## config.mk

```make
export PLATFORM = sky130hd
export DESIGN_NAME = vga_timing_gen_flat
export DESIGN_NICKNAME = d
export VERILOG_FILES = /design/src/rtl/snake_pkg.sv /design/src/rtl/vga_timing_gen_if.sv /design/src/rtl/vga_delay_line.sv /design/src/rtl/vga_timing_gen.sv /design/src/flat_wrapper.sv
export SDC_FILE = /design/constraint.sdc
export NUM_CORES = 1
export LEC_CHECK = 0
export CORE_ASPECT_RATIO = 1.4
export CORE_UTILIZATION = 40
export CTS_CLUSTER_DIAMETER = 80
export DETAILED_ROUTE_END_ITERATION = 16
export PLACE_DENSITY = 0.71
export SYNTH_ARGS = -nofsm -noshare
export SYNTH_HDL_FRONTEND = slang
export SYNTH_HIERARCHICAL = 1
export SYNTH_SLANG_ARGS = --single-unit
```

## constraint.sdc

```tcl
create_clock -name vga_clock -period 2 [get_ports vga_clock]
set_input_delay 0.4 -clock vga_clock [delete_from_list [all_inputs] [get_ports vga_clock]]
set_output_delay 0.4 -clock vga_clock [all_outputs]
set_load 0.02 [all_outputs]
```

## src/rtl/snake_pkg.sv

```systemverilog
// Shared constants for the snake raster path: VGA 640x480@60 timing defaults,
// coordinate/colour widths and the play-field grid used by snake_controller.
package snake_pkg;

   localparam int VGA_H_ACTIVE = 640;
   localparam int VGA_H_FP     = 16;
   localparam int VGA_H_SYNC   = 96;
   localparam int VGA_H_BP     = 48;
   localparam int VGA_H_TOTAL  = VGA_H_ACTIVE + VGA_H_FP + VGA_H_SYNC + VGA_H_BP;

   localparam int VGA_V_ACTIVE = 480;
   localparam int VGA_V_FP     = 10;
   localparam int VGA_V_SYNC   = 2;
   localparam int VGA_V_BP     = 33;
   localparam int VGA_V_TOTAL  = VGA_V_ACTIVE + VGA_V_FP + VGA_V_SYNC + VGA_V_BP;

   localparam bit VGA_SYNC_POL        = 1'b0;
   localparam int VGA_FRAMES_PER_MOVE = 6;
   localparam int VGA_PIPE_DELAY      = 1;

   localparam int SCREEN_X_W  = 10;
   localparam int SCREEN_Y_W  = 9;
   localparam int COLOR_W     = 4;
   localparam int CNT_W       = 10;
   localparam int FRAME_CNT_W = 8;

   localparam int GRID_W    = 30;
   localparam int GRID_H    = 22;
   localparam int CELL_PX   = 20;
   localparam int BORDER_PX = 20;

   // Signals that travel down the alignment delay line together.
   typedef struct packed {
      logic hs;
      logic vs;
      logic active;
   } sync_bits_t;

   typedef struct packed {
      logic [COLOR_W-1:0] r;
      logic [COLOR_W-1:0] g;
      logic [COLOR_W-1:0] b;
   } rgb_t;

   // True while cnt lies in [lo, lo+len-1].
   function automatic logic in_window(input logic [CNT_W-1:0] cnt,
                                      input int lo,
                                      input int len);
      return (cnt >= CNT_W'(lo)) && (cnt < CNT_W'(lo + len));
   endfunction

endpackage

```

## src/rtl/vga_timing_gen_if.sv

```systemverilog
// Raster bus between the sync generator, snake_controller and the DAC pins.
interface vga_timing_gen_if;
   import snake_pkg::*;

   // Free-running stream, no valid/ready: the generator presents a new
   // coordinate every pixel clock and the controller must return its colour
   // exactly PIPE_DELAY clocks later; there is no back-pressure.
   logic [SCREEN_X_W-1:0] screenX;
   logic [SCREEN_Y_W-1:0] screenY;
   logic                  active;
   logic                  refresh;
   logic [COLOR_W-1:0]    r_in;
   logic [COLOR_W-1:0]    g_in;
   logic [COLOR_W-1:0]    b_in;
   logic [COLOR_W-1:0]    vga_r;
   logic [COLOR_W-1:0]    vga_g;
   logic [COLOR_W-1:0]    vga_b;
   logic                  hsync;
   logic                  vsync;

   modport master (
      output screenX, screenY, active, refresh,
      output vga_r, vga_g, vga_b, hsync, vsync,
      input  r_in, g_in, b_in
   );

   modport slave (
      input  screenX, screenY, active, refresh,
      input  vga_r, vga_g, vga_b, hsync, vsync,
      output r_in, g_in, b_in
   );

endinterface

```

## src/rtl/vga_delay_line.sv

```systemverilog
// Fixed-depth shift register with async active-low reset to RESET_VAL.
// DEPTH=0 degenerates to a wire.
module vga_delay_line #(
   parameter int               WIDTH     = 1,
   parameter int               DEPTH     = 1,
   parameter logic [WIDTH-1:0] RESET_VAL = '0
) (
   input  logic             vga_clock,
   input  logic             reset_n,
   input  logic [WIDTH-1:0] din,
   output logic [WIDTH-1:0] dout
);

   generate
      if (DEPTH == 0) begin : g_bypass
         logic unused_clk_rst;
         assign unused_clk_rst = vga_clock ^ reset_n;
         assign dout = din;
      end else begin : g_shift
         logic [WIDTH-1:0] stage [DEPTH];

         always_ff @(posedge vga_clock or negedge reset_n) begin
            if (!reset_n) begin
               for (int i = 0; i < DEPTH; i++) stage[i] <= RESET_VAL;
            end else begin
               stage[0] <= din;
               for (int i = 1; i < DEPTH; i++) stage[i] <= stage[i-1];
            end
         end

         assign dout = stage[DEPTH-1];
      end
   endgenerate

endmodule

```

## src/rtl/vga_timing_gen.sv

```systemverilog
// VGA raster generator: pixel/line counters, game-step strobe, and blanking
// plus alignment of the controller's colour with hsync/vsync.
module vga_timing_gen
   import snake_pkg::*;
#(
   parameter int H_ACTIVE        = VGA_H_ACTIVE,
   parameter int H_FP            = VGA_H_FP,
   parameter int H_SYNC          = VGA_H_SYNC,
   parameter int H_BP            = VGA_H_BP,
   parameter int V_ACTIVE        = VGA_V_ACTIVE,
   parameter int V_FP            = VGA_V_FP,
   parameter int V_SYNC          = VGA_V_SYNC,
   parameter int V_BP            = VGA_V_BP,
   parameter bit SYNC_POL        = VGA_SYNC_POL,
   parameter int FRAMES_PER_MOVE = VGA_FRAMES_PER_MOVE,
   parameter int PIPE_DELAY      = VGA_PIPE_DELAY
) (
   input logic              vga_clock,
   input logic              reset_n,
   vga_timing_gen_if.master bus
);

   localparam int H_TOTAL = H_ACTIVE + H_FP + H_SYNC + H_BP;
   localparam int V_TOTAL = V_ACTIVE + V_FP + V_SYNC + V_BP;

   logic [CNT_W-1:0]       h_cnt;
   logic [CNT_W-1:0]       v_cnt;
   logic [FRAME_CNT_W-1:0] frame_cnt;
   logic                   refresh_q;
   logic                   h_last;
   logic                   v_last;
   logic                   vblank_entry;
   logic                   frame_end;

   assign h_last       = (h_cnt == CNT_W'(H_TOTAL - 1));
   assign v_last       = (v_cnt == CNT_W'(V_TOTAL - 1));
   assign vblank_entry = h_last && (v_cnt == CNT_W'(V_ACTIVE - 1));
   assign frame_end    = h_last && v_last;

   always_ff @(posedge vga_clock or negedge reset_n) begin
      if (!reset_n) begin
         h_cnt <= '0;
         v_cnt <= '0;
      end else if (h_last) begin
         h_cnt <= '0;
         v_cnt <= v_last ? '0 : v_cnt + 1'b1;
      end else begin
         h_cnt <= h_cnt + 1'b1;
      end
   end

   // Game-step strobe: rises on every FRAMES_PER_MOVE-th entry into v-blank
   // and falls when the frame wraps, so the snake only moves while blanked.
   always_ff @(posedge vga_clock or negedge reset_n) begin
      if (!reset_n) begin
         frame_cnt <= '0;
         refresh_q <= 1'b0;
      end else if (vblank_entry) begin
         if (frame_cnt == FRAME_CNT_W'(FRAMES_PER_MOVE - 1)) begin
            frame_cnt <= '0;
            refresh_q <= 1'b1;
         end else begin
            frame_cnt <= frame_cnt + 1'b1;
         end
      end else if (frame_end) begin
         refresh_q <= 1'b0;
      end
   end

   logic                  h_vis;
   logic                  v_vis;
   logic [SCREEN_X_W-1:0] screen_x;
   logic [SCREEN_Y_W-1:0] screen_y;
   sync_bits_t            sync_raw;
   sync_bits_t            sync_d;

   always_comb begin
      h_vis           = (h_cnt < CNT_W'(H_ACTIVE));
      v_vis           = (v_cnt < CNT_W'(V_ACTIVE));
      screen_x        = h_vis ? h_cnt : '0;
      screen_y        = v_vis ? v_cnt[SCREEN_Y_W-1:0] : '0;
      sync_raw.active = h_vis && v_vis;
      sync_raw.hs     = in_window(h_cnt, H_ACTIVE + H_FP, H_SYNC) ? SYNC_POL : ~SYNC_POL;
      sync_raw.vs     = in_window(v_cnt, V_ACTIVE + V_FP, V_SYNC) ? SYNC_POL : ~SYNC_POL;
   end

   // Matches the controller's colour latency so sync and pixel stay paired.
   vga_delay_line #(
      .WIDTH     (3),
      .DEPTH     (PIPE_DELAY),
      .RESET_VAL ({~SYNC_POL, ~SYNC_POL, 1'b0})
   ) u_sync_delay (
      .vga_clock (vga_clock),
      .reset_n   (reset_n),
      .din       (sync_raw),
      .dout      (sync_d)
   );

   logic               hsync_q;
   logic               vsync_q;
   logic [COLOR_W-1:0] vga_r_q;
   logic [COLOR_W-1:0] vga_g_q;
   logic [COLOR_W-1:0] vga_b_q;

   always_ff @(posedge vga_clock or negedge reset_n) begin
      if (!reset_n) begin
         hsync_q <= ~SYNC_POL;
         vsync_q <= ~SYNC_POL;
         vga_r_q <= '0;
         vga_g_q <= '0;
         vga_b_q <= '0;
      end else begin
         hsync_q <= sync_d.hs;
         vsync_q <= sync_d.vs;
         vga_r_q <= sync_d.active ? bus.r_in : '0;
         vga_g_q <= sync_d.active ? bus.g_in : '0;
         vga_b_q <= sync_d.active ? bus.b_in : '0;
      end
   end

   assign bus.screenX = screen_x;
   assign bus.screenY = screen_y;
   assign bus.active  = sync_raw.active;
   assign bus.refresh = refresh_q;
   assign bus.hsync   = hsync_q;
   assign bus.vsync   = vsync_q;
   assign bus.vga_r   = vga_r_q;
   assign bus.vga_g   = vga_g_q;
   assign bus.vga_b   = vga_b_q;

endmodule

```

## src/flat_wrapper.sv

```systemverilog
// flat-port wrapper written by rule: the top's interface ports become plain ports
module vga_timing_gen_flat import snake_pkg::*;
#(
   parameter int H_ACTIVE        = VGA_H_ACTIVE,
   parameter int H_FP            = VGA_H_FP,
   parameter int H_SYNC          = VGA_H_SYNC,
   parameter int H_BP            = VGA_H_BP,
   parameter int V_ACTIVE        = VGA_V_ACTIVE,
   parameter int V_FP            = VGA_V_FP,
   parameter int V_SYNC          = VGA_V_SYNC,
   parameter int V_BP            = VGA_V_BP,
   parameter bit SYNC_POL        = VGA_SYNC_POL,
   parameter int FRAMES_PER_MOVE = VGA_FRAMES_PER_MOVE,
   parameter int PIPE_DELAY      = VGA_PIPE_DELAY
)
  (vga_clock, reset_n, bus_screenX, bus_screenY, bus_active, bus_refresh, bus_vga_r, bus_vga_g, bus_vga_b, bus_hsync, bus_vsync, bus_r_in, bus_g_in, bus_b_in);
  vga_timing_gen_if bus_i ();
  input logic vga_clock;
  input logic reset_n;
  output wire logic [$bits(bus_i.screenX)-1:0] bus_screenX;
  output wire logic [$bits(bus_i.screenY)-1:0] bus_screenY;
  output wire logic [$bits(bus_i.active)-1:0] bus_active;
  output wire logic [$bits(bus_i.refresh)-1:0] bus_refresh;
  output wire logic [$bits(bus_i.vga_r)-1:0] bus_vga_r;
  output wire logic [$bits(bus_i.vga_g)-1:0] bus_vga_g;
  output wire logic [$bits(bus_i.vga_b)-1:0] bus_vga_b;
  output wire logic [$bits(bus_i.hsync)-1:0] bus_hsync;
  output wire logic [$bits(bus_i.vsync)-1:0] bus_vsync;
  input wire logic [$bits(bus_i.r_in)-1:0] bus_r_in;
  input wire logic [$bits(bus_i.g_in)-1:0] bus_g_in;
  input wire logic [$bits(bus_i.b_in)-1:0] bus_b_in;
  assign bus_screenX = bus_i.screenX;
  assign bus_screenY = bus_i.screenY;
  assign bus_active = bus_i.active;
  assign bus_refresh = bus_i.refresh;
  assign bus_vga_r = bus_i.vga_r;
  assign bus_vga_g = bus_i.vga_g;
  assign bus_vga_b = bus_i.vga_b;
  assign bus_hsync = bus_i.hsync;
  assign bus_vsync = bus_i.vsync;
  assign bus_i.r_in = bus_r_in;
  assign bus_i.g_in = bus_g_in;
  assign bus_i.b_in = bus_b_in;
  vga_timing_gen #(.H_ACTIVE(H_ACTIVE), .H_FP(H_FP), .H_SYNC(H_SYNC), .H_BP(H_BP), .V_ACTIVE(V_ACTIVE), .V_FP(V_FP), .V_SYNC(V_SYNC), .V_BP(V_BP), .SYNC_POL(SYNC_POL), .FRAMES_PER_MOVE(FRAMES_PER_MOVE), .PIPE_DELAY(PIPE_DELAY)) u_core (.vga_clock(vga_clock), .reset_n(reset_n), .bus(bus_i));
endmodule
```

# [Yosys cells after proc, flatten, opt, wreduce, memory -nomap -nowiden]
# Cells that the tools add are included.
[totals] register_bits=46 wordCells=44
[op_classes] add_sub_neg=3 n_lt_le_gt_ge=6 eq_ne=5 n_mux=13 n_reduce_logical=7
[op_table] cell="10-bit two-way mux" n=3
[op_table] cell="10-bit by 1-bit adder with 10-bit output (second input constant)" n=2
[op_table] cell="10-bit == test (second input constant)" n=2
[op_table] cell="10-bit < comparator (second input constant)" n=2
[op_table] cell="10-bit by 9-bit < comparator with 1-bit output (second input constant)" n=2
[op_table] cell="4-bit two-way mux" n=3
[op_table] cell="10-bit by 9-bit == test with 1-bit output (second input constant)" n=1
[op_table] cell="10-bit greater-or-equal comparator (second input constant)" n=1
[op_table] cell="10-bit by 9-bit greater-or-equal comparator with 1-bit output (second input constant)" n=1
[op_table] cell="9-bit two-way mux" n=1
[op_table] cell="8-bit by 1-bit adder with 8-bit output (second input constant)" n=1
[op_table] cell="8-bit by 3-bit == test with 1-bit output (second input constant)" n=1
[op_table] cell="8-bit two-way mux" n=1
[op_table] cell="1-bit logical AND" n=5
[op_table] cell="1-bit two-way mux" n=5
[op_table] cell="2-bit inequality test (second input constant)" n=1
[op_table] cell="2-bit AND reduction" n=1
[op_table] cell="2-bit nonzero test" n=1

# [Depth between registers and ports, before layout]
[depth] ltp_word=4 ltp_mapped=7 mapped_depth_nobuf=6

# [Cells and area by module]
# Netlist, hierarchy kept.
[by_module_without_submodules] mod="vga_timing_gen" instances=1 cells_per_inst=209 area_per_inst_um2=2115.8 seq_area_each_um2=1078.5
[by_module_without_submodules] mod="vga_delay_line" instances=1 cells_per_inst=3 area_per_inst_um2=77.6 seq_area_each_um2=77.6

# [Worst setup path before layout]
# Ideal clock, no wire load.
[synth_path] path_kind="register -> register" startpoint="reg u_core.v_cnt[0]" endpoint="reg u_core.frame_cnt[3]" setup_ns=0.122 arrival_ns=1.642 setup_slack_ns=0.236 path_stages_with_launch=7 n_path_buf=1 synth_period_minus_slack_ns=1.764 cell_sequence="dfrtp_1 > ha_1 > nand4_1 > or3_1 > clkbuf_2 > a211o_1 > a32o_1"
[synth_between] elab_chain_len=2
[synth_lines] element="start, declared" line="vga_timing_gen.sv:27" rtl="logic [CNT_W-1:0] v_cnt;"
[synth_lines] element="start signal, assigned" line="vga_timing_gen.sv:46" rtl="v_cnt <= v_last ? '0 : v_cnt + 1'b1;"
[synth_lines] element="10-bit by 9-bit == test with 1-bit output" line="vga_timing_gen.sv:37" rtl="assign vblank_entry = h_last && (v_cnt == CNT_W'(V_ACTIVE - 1));"
[synth_lines] element="1-bit logical AND" line="vga_timing_gen.sv:37"
[synth_lines] element="end signal, assigned" line="vga_timing_gen.sv:63" rtl="frame_cnt <= frame_cnt + 1'b1;"
[synth_lines] element="end, declared" line="vga_timing_gen.sv:28" rtl="logic [FRAME_CNT_W-1:0] frame_cnt;"
# Every way passes these cells.
# A chain may end at the register's enable or synchronous reset.

# [Worst setup path in the final report]
[layout_path] startpoint="reg u_core.v_cnt[5]" endpoint="out bus_screenY[1]"
[layout_between] elab_chain_len=2
[layout_lines] element="10-bit by 9-bit < comparator with 1-bit output" line="vga_timing_gen.sv:79" rtl="v_vis = (v_cnt < CNT_W'(V_ACTIVE));"
[layout_lines] element="9-bit two-way mux" line="vga_timing_gen.sv:81" rtl="screen_y = v_vis ? v_cnt[SCREEN_Y_W-1:0] : '0;"
[layout_lines] element="end, declared" line="flat_wrapper.sv:21" rtl="output wire logic [$bits(bus_i.screenY)-1:0] bus_screenY;"
# Every way passes these cells.

==> out/results.txt <==
Status: complete, no violations
Fin area: 2950 µm²
DRC marker count from the first detailed-route iteration: 47
Setup TNS: 0 ps
CP cell instances: and4_1, buf_4, nor2_1, dlygate4sd2_1
Most used DFF post-synth: dfrtp_1
Final period utilization: 95.0%
Seq. cell area: 1160 µm²
IO Port Bufs: 48
Critical path peak fanout: 6
CP delay by family, top: buffers and inverters
DRT antenna net count: 0
Largest family of logic cells by synthesized area: simple AND/OR/NAND/NOR gates
Die Span X: 64.6 µm
Mux share of post-synthesis cell area: 0.456%
Nets: 299
Synth Cell Area: 2190 µm²
Adder-Cell Fraction of Synth Area: 3.42%
Fin. Hold Viols: 0
Setup violations, final: 0
Max Cap Violations: 0
WP buf/inv: 2
Hold Buf Count CTS: 0
Clk slew on worst S/H paths: 90 ps
Crit path kind: reg -> out
Maximum root-to-sink buffer count: 2
First-pass DRT Iterations: 4
GP Congestion: 0.829
Placed inst area: 2890 µm²
Dpl cells: 338
Max_slew headroom: 65.0%
Clock sink total: 46
Post-synth top area cell: dfrtp_1
DRC errors left: 0
CTS buffer count: 5
Chip height: 89.6 µm
Power, Total: 1.62 mW
Pre-CTS setup slack: -35.8 ps
CP Data Required Time: 1600 ps
Resized Gates After CTS: 24
Final min period: 1900 ps
Routed wire length: 4500 µm
Max Slew Vio Count: 0
Syn Inst Count: 212
Seq/Total Area, Yosys: 52.7%
Worst skew pair latency: 300 ps
Fraction of the mapped netlist area in simple logic gates: 27.9%
Critical Path Max Stage Delay: 380 ps
Nature of the critical path startpoint: flop
Skew final: 9.89 ps
Post-synthesis xor/xnor area fraction: 5.59%
#FFs+latches synth: 46
Slowest CP cell: dfrtp_1
Syn nets: 232
CTS tree: yes
Netlist cell types: 38
Area contributors post-synth: dfrtp_1, and2_1, dfstp_2
EDFF count, synth: 0
Pleak: 1.29 nW
YS warnings: 6
Max IR drop VDD: 0.260 mV
Syn Area/Cell: 10.3 µm²
Most frequent cell after synthesis: dfrtp_1
Antenna violations before repair: 0
DR vias: 1771
All-layer global routing usage: 16.6%
I/O Pins: 49
Achievable Freq: 0.527 GHz
Post-synth top area share: 47.9%
Fraction of registers with async set/reset: 100%
Hold Crit Class: in -> async
DP Wirelength: 3290 µm
Slew at the pin closest to its max-slew limit: 525 ps
First-pass GRT wire length: 7400 µm
WP data arrival: 1500 ps
Vias/cell: 5.12
Inserted Diodes: 0
Largest net degree at the start of global routing: 26
Synth top cells by count: dfrtp_1, and2_1, nand3_1, o21ai_0
Initial core utilization: 41.9%
Global route total overflow: 0
CORE AREA: 5240 µm²
Root Buffer: clkbuf_8
Post-CTS setup buffers: 0
Fill count: 494
H-tree level count: 2
DIE AREA: 5790 µm²
Share of cells above drive strength 1: 15.4%
Area occupied by multi-input gates: 966 µm²
Unrepaired setup endpoints after global routing: no
Wire per inst: 13.0 µm
Fin worst setup slack: 101 ps
Compound-Gate Fraction of Synth Area: 6.33%
Row count: 31
Vias in the first global route: 1644
Synth-to-Final Area Change: 34.3%
CP endpoint kind: output pin
Pwr Density: 549 nW/µm²
Non-Filler Instances: 346
flip-flops by register name (all words and copies together), names as in the netlist:
register / cells
u_core/bus.hsync: 1
u_core/bus.refresh: 1
u_core/bus.vga_b: 4
u_core/bus.vga_g: 4
u_core/bus.vga_r: 4
u_core/bus.vsync: 1
u_core/frame_cnt: 8
u_core/h_cnt: 10
u_core/u_sync_delay/dout: 3
u_core/v_cnt: 10
where the power goes:
group | switching [mW] | internal, mW
clock network | 0.328 | 0.250
registers | 0.00293 | 0.942
logic | 0.0442 | 0.0514
total | 0.375 | 1.24
final cells by class:
class | count | area share (%)
Clock buffer | 5 | 2.34
Multi-Input combinational cell | 148 | 32.8
Inverter | 10 | 1.27
Tap cell | 66 | 2.80
Clock inverter | 3 | 0.807
Sequential cell | 46 | 39.3
Timing Repair Buffer | 68 | 20.7
path summary, 6_finish.rpt:
check                                       startpoint                          end  slack [ps]  depth (start not counted)
hold / removal                                 reset_n          u_core/bus.vga_g[2]          70                          1
setup / recovery                       u_core/v_cnt[5]               bus_screenY[1]         100                          4
min in group vga_clock     u_core/u_sync_delay/dout[1]             u_core/bus.vsync         360                          0
hold reg to reg            u_core/u_sync_delay/dout[1]             u_core/bus.vsync         360                          0
setup reg to reg                       u_core/v_cnt[1]          u_core/frame_cnt[3]         160                          5
max in group asynchronous                      reset_n  u_core/u_sync_delay/dout[1]        1350                          2
worst reg2reg max path, cell delays in order, from the launching register on:
cell,delay (ps)
dfrtp_1,370
ha_1,240
nand4_1,160
or3_1,520
a211o_1,270
a32o_1,200
cells in the final DEF (no fill, tap or decap), types with 7 or more instances in the layout:
master | synthesis | final
clkbuf_2 | 1 | 7
buf_4 | 2 | 18
nand3_1 | 18 | 18
o21ai_0 | 12 | 11
nand4_1 | 8 | 8
and2_1 | 25 | 25
nor2_1 | 10 | 9
xnor2_1 | 10 | 10
nand2_1 | 8 | 8
dfrtp_1 | 42 | 42
nor3_1 | 9 | 9
clkdlybuf4s50_1 | 0 | 27
inv_1 | 10 | 10
logic make-up (layout without fill, tap and decap cells):
logic type                 count (synthesis)  in the layout
AOI/OAI and AO/OA                         24             24
xor gates and xnor gates                  14             14
adders and majority gates                  6              6
buffers and inverters                     18             86
DFF                                       46             46
muxes                                      1              1
and+or+nand+nor                          103            103
metrics by stage:
step | hold WS [ps] | util (%)
2_1_floorplan | 104 | -
3_3_place_gp | 346 | 55.1
3_5_place_dp | 347 | 55.1
4_1_cts | 80.3 | 56.5
5_1_grt | 92.5 | 56.2
6_report | 73.3 | 56.2
layer usage:
metal  GRT usage [%]  part of all wire [%]  up-vias
met5               0                     0        -
met4            6.67                   1.4        0
met3            3.16                   3.7        5
met2            30.4                    51       41
met1            19.1                    44      857
li1                -                     -      868
(Power assumes the default switching activity.)
==> variant 1 (same settings) <==
Make the reset (`reset_n`) synchronous in 4 clocked blocks. Comments in the files are not updated.
--- a/src/rtl/vga_delay_line.sv
+++ b/src/rtl/vga_delay_line.sv
@@ -20,5 +20,5 @@
          logic [WIDTH-1:0] stage [DEPTH];
 
-         always_ff @(posedge vga_clock or negedge reset_n) begin
+         always_ff @(posedge vga_clock) begin
             if (!reset_n) begin
                for (int i = 0; i < DEPTH; i++) stage[i] <= RESET_VAL;
--- a/src/rtl/vga_timing_gen.sv
+++ b/src/rtl/vga_timing_gen.sv
@@ -38,5 +38,5 @@
    assign frame_end    = h_last && v_last;
 
-   always_ff @(posedge vga_clock or negedge reset_n) begin
+   always_ff @(posedge vga_clock) begin
       if (!reset_n) begin
          h_cnt <= '0;
@@ -52,5 +52,5 @@
    // Game-step strobe: rises on every FRAMES_PER_MOVE-th entry into v-blank
    // and falls when the frame wraps, so the snake only moves while blanked.
-   always_ff @(posedge vga_clock or negedge reset_n) begin
+   always_ff @(posedge vga_clock) begin
       if (!reset_n) begin
          frame_cnt <= '0;
@@ -103,5 +103,5 @@
    logic [COLOR_W-1:0] vga_b_q;
 
-   always_ff @(posedge vga_clock or negedge reset_n) begin
+   always_ff @(posedge vga_clock) begin
       if (!reset_n) begin
          hsync_q <= ~SYNC_POL;
Behaviour: differs if reset_n is asserted again (counterexample within 4 cycles, from zero or initial values and one cycle with reset_n low); with reset_n held inactive, the same outputs for 10 cycles.
==> variant 1 against the original RTL <==
  * Sequential power is 0.7% lower
  * Non-clock buffer count is 5 higher
  * Fmax is 1.2% lower
  * Total power is 1.2% higher
  * Count of clock-buffer cells in the layout stayed put
  * Cell count is 5.8% higher
  * Design area is 5.0% lower
  * Die area is 7.6% lower
  * Sequential cell count stayed put
  * Clock skew is 0.0053 ns lower
  * Area after synthesis is 7.8% lower
  * Synthesized cell count is 8.5% higher
  * Setup slack worse by 0.023 ns
  * Wire length is 4.8% lower
==> variant 1: results (changes against the original RTL) <==
| Metric | Value |
|---|---|
| Status | `finished, final reports clean` |
| Maximum number of pins on one net before global-route repair | `17 (-35%)` |
| Power dissipated by switching net loads | `0.3925 mW (+4.7%)` |
| Final RePlAce weighted congestion | `0.7581 (-8.6%)` |
| Initial DRC Count | `30 (-36%)` |
| HPWL after detailed placement | `3.105 mm (-5.7%)` |
| Ratio of cells with drive above 1 in the final layout | `0.1788 (+0.02524)` |
| FF-to-FF Start | `u_core/h_cnt[7]$_SDFF_PP0_` |
| List of most frequent post-synthesis cells | `sky130_fd_sc_hd__dfxtp_1 (46), sky130_fd_sc_hd__nor2_1 (25), sky130_fd_sc_hd__and3_1 (18)` |
| Synth top area cells | `sky130_fd_sc_hd__dfxtp_1 (46%), sky130_fd_sc_hd__and3_1 (5.6%), sky130_fd_sc_hd__xor2_1 (5.2%)` |
| Worst min path class | `reg2reg` |
| Net count after synthesis | `250 (+7.8%)` |
| # placed instances | `356 (+5.3%)` |
| Non-filler cells in the finished layout | `366 (+5.8%)` |
| Slowest Stage Delay on Critical Path | `0.54 ns (+0.16 ns)` |
| Worst R2R Path Depth | `5 (unchanged)` |
| Slowest CP cell | `sky130_fd_sc_hd__or4b_4` |
| Async set-reset flop share out of synthesis | `0 (-1.000)` |
| Post-synthesis sequential area ratio | `0.4552 (-0.07193)` |
| First-pass GRT wire length | `7.445 mm (+0.66%)` |
| Worst IR drop on VDD | `346.7 uV (+33%)` |
| Max transition margin | `0.7089 (+0.05912)` |
| Count of nets after finishing | `321 (+7.4%)` |
| Via count | `1,817 (+2.6%)` |
| Routed wire per std cell | `11.69 um (-10%)` |
| Length of the first detailed-routing pass in iterations | `4 (unchanged)` |
| Setup TNS | `0 ns (unchanged)` |
| Vias in the first global route | `1,696 (+3.2%)` |
| Combined global-route utilization of all metal layers | `0.1693 (+0.002991)` |
| Critical register-to-register path endpoint | `u_core/frame_cnt[7]$_SDFFE_PN0P_` |
| Leakage power figure | `1.182 nW (-8.1%)` |
| Worst-case clock skew | `0.004544 ns (-0.005345 ns)` |
| R2r setup slk | `0.08 ns (-0.08 ns)` |
| Crit Path Max Fanout | `11 (+5)` |
| Number of distinct library cells after synthesis | `34 (-11%)` |
| Clock-pin slew on the worst setup and hold paths | `0.09 ns (about the same)` |
| Mean cell area of the mapped netlist | `8.796 um^2 (-15%)` |
[variant 1: repair_timing]
| action | CTS | global route |
|---|---|---|
| gates resized for setup | 40 | 28 |
| setup endpoints to repair | 17 | 23 |
| pin swaps | 1 | 2 |
| buffers inserted | 0 | 2 |
[variant 1: power groups by stage]
stage / registers [mW] / clock network (mW) / logic (mW)
after floorplan: 0.973 / 0 / 0.0382
after global placement: 0.960 / 0 / 0.120
after detailed placement: 0.960 / 0 / 0.121
after CTS: 0.939 / 0.602 / 0.118
after global routing: 0.941 / 0.643 / 0.128
final: 0.938 / 0.583 / 0.117
[variant 1: layer usage]
metal	vias to the layer above	wire (um)	GRT usage
met5	-	0	0
met4	0	28	0.06342
met3	2	140	0.03590
met2	35	2221	0.3067
met1	847	1888	0.1943
li1	933	-	-
[variant 1: logic make-up (layout without fill, tap and decap cells)]
family          count (synthesis)  count (layout)  synth area share
simple gates                  124             124            0.3482
flops                          46              46            0.4552
compound gates                 22              22           0.06123
buf+inv                        17              89           0.03339
xor+xnor                       15              15           0.06494
fa+ha+maj                       6               6           0.03710
[variant 1: critical path: cells and delay by family (launching register included)]
kind,cells,cell delay [ns]
AND/OR/NAND/NOR,4,1.39
AO/OA/AOI/OAI,1,0.15
flip-flops,1,0.32
[variant 1: final cells by class]
type,count,area (um^2),share of cell area
multi-input cells,167,1056,0.3773
inverters,8,30.03,0.01073
flip-flops and latches,46,922.1,0.3295
clock inverters,3,25.02,0.008941
clock buffers,5,68.82,0.02459
well taps,64,80.08,0.02861
repair buffers,73,616.8,0.2204
[variant 1: worst max path at each step]
stage,from,depth (start not counted),slack [ns],endpoint
final,u_core/h_cnt[7]$_SDFF_PP0_,5,0.08,u_core/frame_cnt[7]$_SDFFE_PN0P_
after global routing,u_core/h_cnt[7]$_SDFF_PP0_,5,-0.03,u_core/frame_cnt[4]$_SDFFE_PN0P_
after CTS,u_core/v_cnt[7]$_SDFFE_PN0P_,5,0.005,bus_screenY[0]
after detailed placement,u_core/v_cnt[7]$_SDFFE_PN0P_,6,-0.06,bus_active
after global placement,u_core/v_cnt[7]$_SDFFE_PN0P_,6,-0.01,bus_active
after floorplan,u_core/h_cnt[7]$_SDFF_PP0_,7,0.07,u_core/frame_cnt[1]$_SDFFE_PN0P_
[variant 1: per-stage QoR]
stage / power (mW) / area, um^2 / setup slack [ns] / hold WS (ns)
after floorplan: 1.011 / 2023 / 0.07277 / 0.3863
after global placement: 1.080 / 2719 / -0.01246 / 0.3920
after detailed placement: 1.082 / 2719 / -0.05648 / 0.3953
after CTS: 1.659 / 2774 / 0.005345 / 0.4160
after global routing: 1.711 / 2799 / -0.02734 / 0.4331
final: 1.638 / 2799 / 0.07799 / 0.4122
==> variant 2 (same settings) <==
Without the edit above. Set the package constant `COLOR_W` to 6 (it was 4).
--- a/src/rtl/snake_pkg.sv
+++ b/src/rtl/snake_pkg.sv
@@ -21,5 +21,5 @@
    localparam int SCREEN_X_W  = 10;
    localparam int SCREEN_Y_W  = 9;
-   localparam int COLOR_W     = 4;
+   localparam int COLOR_W     = 6;
    localparam int CNT_W       = 10;
    localparam int FRAME_CNT_W = 8;
Interface: changed (6 resized); port bits go from 49 to 61. The function was not compared with the original's and may differ.
==> variant 2 against the original RTL <==
  * The run now ends with negative setup slack left
  * Sequential power increased by 13%
  * Wire length increased by 21%
  * Setup slack got worse by 0.11 ns
  * Sequential share of layout area decreased by 1.7 points
  * Global-route usage increased by 1.6 points
  * Clock power increased by 7.8%
  * Synthesized cell count increased by 7.1%
  * Design area increased by 19%
  * Critical path depth unchanged
  * Highest routed layer unchanged
  * Area after synthesis increased by 11%
  * Critical path type is now reg2reg
  * Total power increased by 13%
  * Sequential cell count increased by 6
==> variant 2: results (changes against the original RTL) <==
| Metric | Value |
|---|---|
| Status | `complete, but fails checks` |
| Violations in the final reports | `negative setup slack` |
| Synth top area cells | `sky130_fd_sc_hd__dfrtp_1 (49%), sky130_fd_sc_hd__and2_1 (6.7%), sky130_fd_sc_hd__dfstp_2 (4.3%)` |
| Wirelength, routed | `5.460 mm (+21%)` |
| Number of setup violations in the final report | `1 (+1)` |
| Setup slack after placement | `-0.03837 ns (-0.002557 ns)` |
| Leakage power figure | `1.598 nW (+24%)` |
| Setup TNS | `-0.004748 ns (-0.004748 ns)` |
| Post-synthesis sequential area ratio | `0.5354 (+0.008288)` |
| Family with the most delay on the worst path | `simple AND/OR/NAND/NOR gates` |
| Met2 layer usage reported by global route | `0.3178 (+0.01350)` |
| Parity-gate share of the synthesized area counting xor and xnor cells | `0.05026 (-0.005648)` |
| Global routing met1 resource utilization | `0.2142 (+0.02341)` |
| Mean cell area of the mapped netlist | `10.75 um^2 (+3.9%)` |
| Ratio of cells with drive above 1 in the final layout | `0.2331 (+0.07956)` |
| Net count after synthesis | `253 (+9.1%)` |
| Combined global-route utilization of all metal layers | `0.1820 (+0.01569)` |
| HPWL after detailed placement | `3.737 mm (+13%)` |
| Port Buf Inserts | `60 (+25%)` |
| Arr. time, crit path | `2.24 ns (+0.74 ns)` |
| Detail-routed via count per cell | `5.131 (+0.25%)` |
| Slowest CP cell | `sky130_fd_sc_hd__or4_1` |
| Crit Path Max Fanout | `8 (+2)` |
| Wire length on met3 | `279 um (+69%)` |
| Global routing met3 resource utilization | `0.03623 (+0.004666)` |
| Synthesized-area fraction occupied by ao, oa, aoi and oai cells | `0.05641 (-0.006910)` |
| Internal portion of total power | `1.402 mW (+13%)` |
| Worst-case clock skew | `0.009857 ns (-0.00003231 ns)` |
| Number of distinct library cells after synthesis | `44 (+16%)` |
| Slowest Stage Delay on Critical Path | `0.52 ns (+0.14 ns)` |
| Initial DRC Count | `96 (+100%)` |
| Worst R2R Path Depth | `4 (-1)` |
| Fillers | `523 (+5.9%)` |
| FF-to-FF Start | `u_core/h_cnt[5]$_DFF_PN0_` |
| Area used by sequential logic in the layout | `1311 um^2 (+13%)` |
| Count of nets after finishing | `351 (+17%)` |
| Final Hold Slack | `0.06711 ns (-0.006184 ns)` |
| Worst IR drop on VDD | `411.6 uV (+58%)` |
| Sequential fraction of design power | `0.586 (+0.002)` |
| Smallest setup slack after layout | `-0.004748 ns (-0.1057 ns)` |
## variant 2: cell types whose count changed in the layout (fill, tap and decap cells not counted), moves of 5 or more
cell                              unedited run  this run
sky130_fd_sc_hd__nand3_1                    18        13
sky130_fd_sc_hd__and3_1                      2         8
sky130_fd_sc_hd__clkdlybuf4s50_1            27        39
sky130_fd_sc_hd__nor2_1                      9        16
sky130_fd_sc_hd__clkbuf_2                    7         2
sky130_fd_sc_hd__buf_4                      18        36
sky130_fd_sc_hd__dlygate4sd2_1               6        13
## variant 2: cell type report
cell class | instances | area share
sequential | 52 | 0.3752
timing repair buffer | 97 | 0.2445
clock buffer | 5 | 0.01969
multi-input combinational | 157 | 0.3147
clock inverter | 3 | 0.007877
tap | 70 | 0.02506
inverter | 12 | 0.01289
## variant 2: worst max path at each step
stage / startpoint / to / slack (ns) / cells past startpoint
after floorplan: u_core/h_cnt[5]$_DFF_PN0_ / u_core/frame_cnt[0]$_DFFE_PN0P_ / 0.008 / 5
after global placement: u_core/h_cnt[5]$_DFF_PN0_ / u_core/frame_cnt[1]$_DFFE_PN0P_ / 0.02 / 4
after detailed placement: u_core/h_cnt[5]$_DFF_PN0_ / u_core/frame_cnt[1]$_DFFE_PN0P_ / -0.04 / 4
after CTS: u_core/h_cnt[5]$_DFF_PN0_ / u_core/frame_cnt[6]$_DFFE_PN0P_ / -0.03 / 4
after global routing: u_core/h_cnt[5]$_DFF_PN0_ / u_core/v_cnt[9]$_DFFE_PN0N_ / -0.06 / 4
final: u_core/h_cnt[5]$_DFF_PN0_ / u_core/frame_cnt[1]$_DFFE_PN0P_ / -0.005 / 4
## variant 2: repair_timing
action | in CTS | in global routing
setup buffers | 7 | 4
gates cloned | 1 | 0
endpoints found under the setup margin | 22 | 21
hold buffers | 0 | 0
pin swaps | 1 | 1
resized for setup | 28 | 15
